`config.mk`:
```
export PLATFORM = sky130hd
export DESIGN_NAME = seq_overlap_trimmer
export DESIGN_NICKNAME = d
export VERILOG_FILES = /design/src/rtl/seq_overlap_trimmer.sv
export SDC_FILE = /design/constraint.sdc
export NUM_CORES = 1
export LEC_CHECK = 0
export CORE_ASPECT_RATIO = 1.4
export CORE_UTILIZATION = 54
export DETAILED_ROUTE_END_ITERATION = 10
export GPL_ROUTABILITY_DRIVEN = 0
export GPL_TIMING_DRIVEN = 0
export PLACE_DENSITY = 0.8
export SLEW_MARGIN = 0
export SYNTH_ARGS = -nofsm -noshare
export SYNTH_HDL_FRONTEND = slang
export SYNTH_SLANG_ARGS = --single-unit
```
`constraint.sdc`:
```
create_clock -name clk -period 6.9 [get_ports clk]
set_input_delay 1.38 -clock clk [delete_from_list [all_inputs] [get_ports clk]]
set_output_delay 1.38 -clock clk [all_outputs]
set_load 0.03 [all_outputs]
```
`src/rtl/seq_overlap_trimmer.sv`:
```
// Trims bytes already covered by the previous job's overlapping match from the head of
// the next job's seqs, so each input byte is covered exactly once. One registered output stage.
module seq_overlap_trimmer #(
    parameter int LL_W      = 8,
    parameter int ML_W      = 8,
    parameter int OFF_W     = 16,
    parameter int MIN_MATCH = 3
) (
    input  logic             clk,
    input  logic             rst_n,
    input  logic             i_seq_valid,
    input  logic [LL_W-1:0]  i_seq_ll,
    input  logic [ML_W-1:0]  i_seq_ml,
    input  logic [OFF_W-1:0] i_seq_offset,
    input  logic             i_seq_eoj,
    input  logic [ML_W-1:0]  i_seq_overlap_len,
    input  logic             i_seq_delim,
    output logic             i_seq_ready,
    output logic             o_seq_valid,
    output logic [LL_W-1:0]  o_seq_ll,
    output logic [ML_W-1:0]  o_seq_ml,
    output logic [OFF_W-1:0] o_seq_offset,
    output logic             o_seq_eoj,
    output logic             o_seq_delim,
    input  logic             o_seq_ready,
    output logic [15:0]      o_drop_cnt
);
    localparam int TW = ((LL_W > ML_W) ? LL_W : ML_W) + 1;

    logic             valid_q;
    logic [LL_W-1:0]  ll_q;
    logic [ML_W-1:0]  ml_q;
    logic [OFF_W-1:0] off_q;
    logic             eoj_q, delim_q;
    logic [ML_W-1:0]  carry_q, carry_d;
    logic [LL_W-1:0]  pend_q, pend_d;
    logic [15:0]      drop_q;

    logic             accept, emit;
    logic [LL_W-1:0]  e_ll;
    logic [ML_W-1:0]  e_ml;
    logic [OFF_W-1:0] e_off;
    logic [TW-1:0]    tot, c_ext, ll_ext, resid;

    assign i_seq_ready = !valid_q || o_seq_ready;
    assign accept      = i_seq_valid && i_seq_ready;

    always_comb begin
        tot     = TW'(i_seq_ll) + TW'(i_seq_ml);
        c_ext   = TW'(carry_q);
        ll_ext  = TW'(i_seq_ll);
        resid   = tot - c_ext;
        emit    = 1'b0;
        e_ll    = '0;
        e_ml    = i_seq_ml;
        e_off   = i_seq_offset;
        carry_d = carry_q;
        pend_d  = pend_q;
        if (carry_q == '0) begin
            emit    = 1'b1;
            e_ll    = i_seq_ll + pend_q;
            pend_d  = '0;
        end else if (c_ext <= ll_ext) begin
            emit    = 1'b1;
            e_ll    = i_seq_ll - LL_W'(carry_q) + pend_q;
            carry_d = '0;
            pend_d  = '0;
        end else if (c_ext < tot) begin
            // Overlap ends inside the match; a residual too short to encode becomes literals
            carry_d = '0;
            if (resid >= TW'(MIN_MATCH)) begin
                emit   = 1'b1;
                e_ll   = pend_q;
                e_ml   = ML_W'(resid);
                pend_d = '0;
            end else begin
                pend_d = pend_q + LL_W'(resid);
            end
        end else begin
            carry_d = ML_W'(c_ext - tot);
        end
        if (i_seq_eoj)
            carry_d = carry_d + i_seq_overlap_len;
        // Block boundary: flush pending literals and never let carry cross it
        if (i_seq_delim) begin
            if (!emit) begin
                emit  = 1'b1;
                e_ll  = pend_d;
                e_ml  = '0;
                e_off = '0;
            end
            carry_d = '0;
            pend_d  = '0;
        end
    end

    always_ff @(posedge clk) begin
        if (!rst_n) begin
            valid_q <= 1'b0;
            ll_q    <= '0;
            ml_q    <= '0;
            off_q   <= '0;
            eoj_q   <= 1'b0;
            delim_q <= 1'b0;
            carry_q <= '0;
            pend_q  <= '0;
            drop_q  <= '0;
        end else begin
            if (accept) begin
                carry_q <= carry_d;
                pend_q  <= pend_d;
            end
            if (accept && emit) begin
                valid_q <= 1'b1;
                ll_q    <= e_ll;
                ml_q    <= e_ml;
                off_q   <= e_off;
                eoj_q   <= i_seq_eoj;
                delim_q <= i_seq_delim;
            end else if (o_seq_ready) begin
                valid_q <= 1'b0;
            end
            if (accept && !emit)
                drop_q <= drop_q + 16'd1;
        end
    end

    assign o_seq_valid  = valid_q;
    assign o_seq_ll     = ll_q;
    assign o_seq_ml     = ml_q;
    assign o_seq_offset = off_q;
    assign o_seq_eoj    = eoj_q;
    assign o_seq_delim  = delim_q;
    assign o_drop_cnt   = drop_q;

endmodule
```
-- Word-level counts from Yosys, hierarchy flattened
Cells that the tools add are included.
- bits in registers: 67
- bits of input ports: 46
- output and inout bits: 52
- logic and storage cells: 60
- add/sub/neg operators: 9
- order comparisons: 3
- muxes and demuxes: 31
- reductions and logical operators: 8
- operators by type and width (cell ; number):
    $mux W8 ; 22
    $add A8 B8 Y8 ; 4
    $mux W16 ; 2
    $add A16 B1 Y16 const B ; 1
    $sub A8 B8 Y8 ; 2
    $add A8 B8 Y9 ; 1
    $ge A9 B2 Y1 const B ; 1
    $lt A8 B9 Y1 ; 1
    $sub A9 B8 Y9 ; 1
    $le A8 B8 Y1 ; 1
    $logic_not A8 Y1 ; 1
    $mux W1 ; 7
    $logic_and A1 B1 Y1 ; 3
    $logic_not A1 Y1 ; 2
    $reduce_bool A2 Y1 ; 1
    $logic_or A1 B1 Y1 ; 1

-- Depth between registers and ports, before layout
- depth after elaboration: 10
- mapped depth: 26
- mapped depth without buffers: 26

-- Worst setup path after synthesis
No wires, ideal clock.
- path kind: in2reg
- from: input i_seq_ll[0]
- to: register carry_q[7]
- setup time: 0.124 ns
- data arrival time: 5.294 ns
- data required time: 6.776 ns
- slack: 1.481 ns
- stages on the path: 23
- path buffers: 0
- cells stage by stage: ha_1 fa_1 a21oi_1 nor2_1 nor2_1 o21ai_0 xor2_1 ha_1 nand4_1 or2_2 nand2_1 o211a_1 nand2_1 nor2_1 ha_1 a21o_1 a21oi_1 o21bai_1 a21oi_1 o21ai_0 mux2i_1 xnor2_1 o32ai_1
- cells in the longest elaborated chain, start to end: 8
- elaborated cells between the ends (all ways): 10
- those cells by class: add/sub: 3; order compare: 2; mux: 5
- ends and longest elaborated chain (element ; RTL line ; RTL):
    from (decl) ; 12 ; input logic [LL_W-1:0] i_seq_ll,
    $add A8 B8 Y9 ; 49 ; tot = TW'(i_seq_ll) + TW'(i_seq_ml);
    $sub A8 B8 Y8 or $lt A8 B9 Y1 (tied branches) ; 80, 68 ;
    $mux W8 ; 68 ; end else if (c_ext < tot) begin
    $mux W8 * ; 63 ; end else if (c_ext <= ll_ext) begin
    $mux W8 * ; 59 ; if (carry_q == '0) begin
    $add A8 B8 Y8 ; 83 ; carry_d = carry_d + i_seq_overlap_len;
    $mux W8 * ; 82 ; if (i_seq_eoj)
    $mux W8 * ; 85 ; if (i_seq_delim) begin
    to (signal assigned) ; 110 ; carry_q <= carry_d;
    to (decl) ; 35 ; logic [ML_W-1:0] carry_q, carry_d;
Every way passes the cells marked *; elsewhere a longest branch is shown, timed or not.
A chain may end at the register's enable or synchronous reset.

-- Worst setup path after layout
Same ends and word-level chain as after synthesis.

==> impl_results.md <==
- Final Max Slew Viols: 0
- Die area: around 11,000 um2
- Post-synthesis async set-or-reset flop share: 0%
- Top FF cell, synth: dfxtp_1
- Flip-flop and latch count after synthesis: 67
- Total inserted antenna cells: 0
- Worst slack on hold paths: 0.4616 ns
- Clk network pwr share: 33.3%
- Static power due to leakage: 2.974 nW
- Required @ worst endpoint: 7.11 ns
- Comb power frac: 38.4%
- Hold Buf Count CTS: 0
- Crit Path Category: input pin to flop
- Number of cells produced by synthesis: 694
- Pin count of the biggest net entering global routing: 14
- Fraction of the yosys area taken by sequential cells: 23.75%
- Yosys Warn Count: 0
- Global-route usage over all layers: 33.43%
- R2r startpoint: carry_q[2]
- DRC Markers: 0
- Die height: 123.0 um
- Sum of net half-perimeters after detailed placement: 13.84 mm
- Internal Pwr Total: 0.9390 mW
- Overflow left after global routing: 0
- Layout area overhead: 26.07%
- Setup crit start kind: input pin
- Worst slew margin: 29.14%
- Floorplan die width: 88.44 um
- Count of nets left with antenna violations after detail routing: 0
- Number of antenna violations at the first check in global routing: 0
- Synthesized Nets: 815
- Endpoint of the most critical setup path: carry_q[7]
- Post-synthesis area per instance: 8.138 um2
- Path type of the worst min-delay path: flop to flop
- Worst setup EP type: flop
- Most used cells in the layout excluding fill and tap cells: 97 x clkdlybuf4s50_1, 74 x inv_1, 67 x dfxtp_1, 62 x nor2_1, 62 x ha_1
- Violation count after the first detailed-routing iteration: 527
- H-tree depth: 3
- Power density over the cells: about 210 nW/um2
- Final Hold Viols: 0
- EDFF count, synth: 0
- Via/cell ratio: 6.107
- Worst ir drop on vdd: 0.0001447 V
- Worst slew pin tran: between 1 and 1.5 ns
- Summed negative setup slack over all endpoints: 0 ns
- Largest driver fanout on the critical path: 9
- Worst-case register-to-register setup slack: 2.62 ns
- Clock period minus final worst setup slack: approximately 6.5 ns
- Clock latency on the worst-skew pair: 0.34 ns
- Max-cap violations: 0
- Worst setup skew after layout: 0.01105 ns
- Number of standard-cell rows in the floorplan: 43
- Clock buffers created by TritonCTS: 9
- Number of top-level pins: 98
- Final setup viols: 0
- Most common cell after layout, fill and taps aside: clkdlybuf4s50_1
- First-pass DRT Iterations: 9
- Starting density of the core: 56.14%
- Outcome: finished, final reports clean
- CTS tree: built
- RSZ-0062 raised after global routing: false
- Number of filler instances in the final layout: 810
- Switching part of the total power: 35.87%
- Nets: 925
- Clock sinks: 67
- Launch point of the critical path: i_seq_ll[0]
- Worst hold path startpoint: o_seq_ll[4]
- Area taken by multi-input logic gates: 3920 um2
- Data arrival at the endpoint of the critical path: 6.74 ns
- Vias: 5,765
- Global-route wire length before repair: 27.62 mm
- Endpoint of the lowest-slack register-to-register path: carry_q[7]
- Core box area: 10,060 um2
- Number of distinct library cell variants in the gate-level netlist after synthesis: 60
- Final routed wire length divided by cell count: 18.65 um
- Cell area after technology mapping: 5648 um2
- Count of buffers from port buffering: 97
- Drt total wl: 17.61 mm
- Sequential Power Share: 28.3%
- Vias in the first global route: 5,682
- Clk slew on worst S/H paths: 0.06 ns
- Maximum buffer depth of the clock tree: 2
- Worst reg-to-reg path cell count: 18
- Fraction of layout cells with a size suffix above 1: 4.326%
- NetSw: 0.5253 mW
- Highest Clock Rate: between 150 and 200 MHz
- Root Buffer: clkbuf_16
- Sequential cell area in the final layout: 1341 um2
- Ratio of final minimum period to clock period: 94.60%
-- worst min-delay path by stage --
stage                        to  cells past startpoint  slack [ns]
floorplan             pend_q[1]                      2        0.51
global placement    o_seq_ll[2]                      2        0.44
detailed placement  o_seq_ml[3]                      1        0.45
CTS                 o_seq_ll[1]                      2        0.47
global route        o_seq_ml[2]                      1        0.48
finish              o_seq_ll[4]                      2        0.46
-- final cells by class --
cell class	count	area share, %
Buffer	26	1.476
Clock buffer	11	3.549
Clock inverter	5	0.9137
Inverter	75	3.954
Multi-Input combinational cell	526	55.05
Sequential cell	67	18.84
Tap cell	135	2.372
Timing Repair Buffer	99	13.85
-- layer usage --
metal / up-vias / part of all wire (%) / track usage (%)
met2: 288 / 49 / 57.26
met5: - / 0 / 0
met1: 2692 / 37 / 35.30
met4: 0 / 7.7 / 25.71
met3: 92 / 7.1 / 6.876
li1: 2693 / - / -
-- through the flow --
stage	power [mW]	util, %	setup slack [ns]	std cells	area, um2
4_1_cts	1.450	70.63	0.3997	942	7106
5_1_grt	1.528	70.77	0.006186	944	7121
6_report	1.464	70.77	0.3729	944	7121
3_3_place_gp	0.9453	67.47	0.1839	926	6788
2_1_floorplan	0.8000	-	1.481	694	5648
3_5_place_dp	0.9624	67.47	0.08251	926	6788
-- critical path, stage by stage --
cell and delay [ns]:
clkdlybuf4s50_1 0.55, ha_1 0.30, fa_1 0.46, a21oi_1 0.16
nor2_1 0.05, nor2_1 0.13, o21ai_0 0.12, xor2_1 0.26
ha_1 0.37, nand4_1 0.17, a21oi_1 0.08, nor3_2 0.32
o211a_1 0.29, nand2_1 0.23, nor2_1 0.24, ha_1 0.27
a21o_1 0.17, a21oi_1 0.23, o21bai_1 0.09, a21oi_1 0.24
o21ai_0 0.16, mux2i_1 0.15, xnor2_1 0.22, o32ai_1 0.10
-- state kept, by name (all words and copies together), names as in the netlist --
name,flops
o_seq_valid,1
o_seq_delim,1
o_seq_offset,16
o_drop_cnt,16
o_seq_eoj,1
o_seq_ll,8
o_seq_ml,8
pend_q,8
carry_q,8
-- power by group through the flow --
stage                     combinational (mW)  sequential, mW  clock [mW]
after floorplan                        0.351           0.449           0
after global placement                 0.524           0.422           0
after detailed placement               0.540           0.422           0
after CTS                              0.545           0.414       0.491
after global routing                   0.606           0.416       0.506
final                                  0.562           0.415       0.488
-- synthesized netlist by cell type (all sizes together), types with 16 or more instances --
master  number  area, um2
clkbuf      20      75.07
xnor2       32      280.3
dfxtp       67       1341
inv         75      281.5
a21oi       50      250.2
nor2        62      232.7
a22oi       20      150.1
o211ai      17      127.6
nand2       39      146.4
mux2i       16      160.2
o21ai       30      150.1
ha          62      775.7
-- cell families (layout without fill, tap and decap cells) --
group                    after synthesis  count (layout)  synth area share, %
buffers and inverters                101             216                6.845
flip-flops                            67              67                23.75
AND/OR/NAND/NOR                      192             192                16.84
XOR/XNOR                              43              43                6.912
adder cells (fa/ha/maj)               75              75                18.34
AO/OA/AOI/OAI                        197             197                23.88
multiplexers                          19              19                3.434
-- what timing repair did --
| item | CTS | global route |
|---|---|---|
| buffers inserted | 0 | 2 |
| setup endpoints to repair | 0 | 2 |
| endpoints found under the hold margin | 0 | 0 |
| resized for setup | 0 | 0 |
No activity file was read; power rests on OpenSTA's default activity.
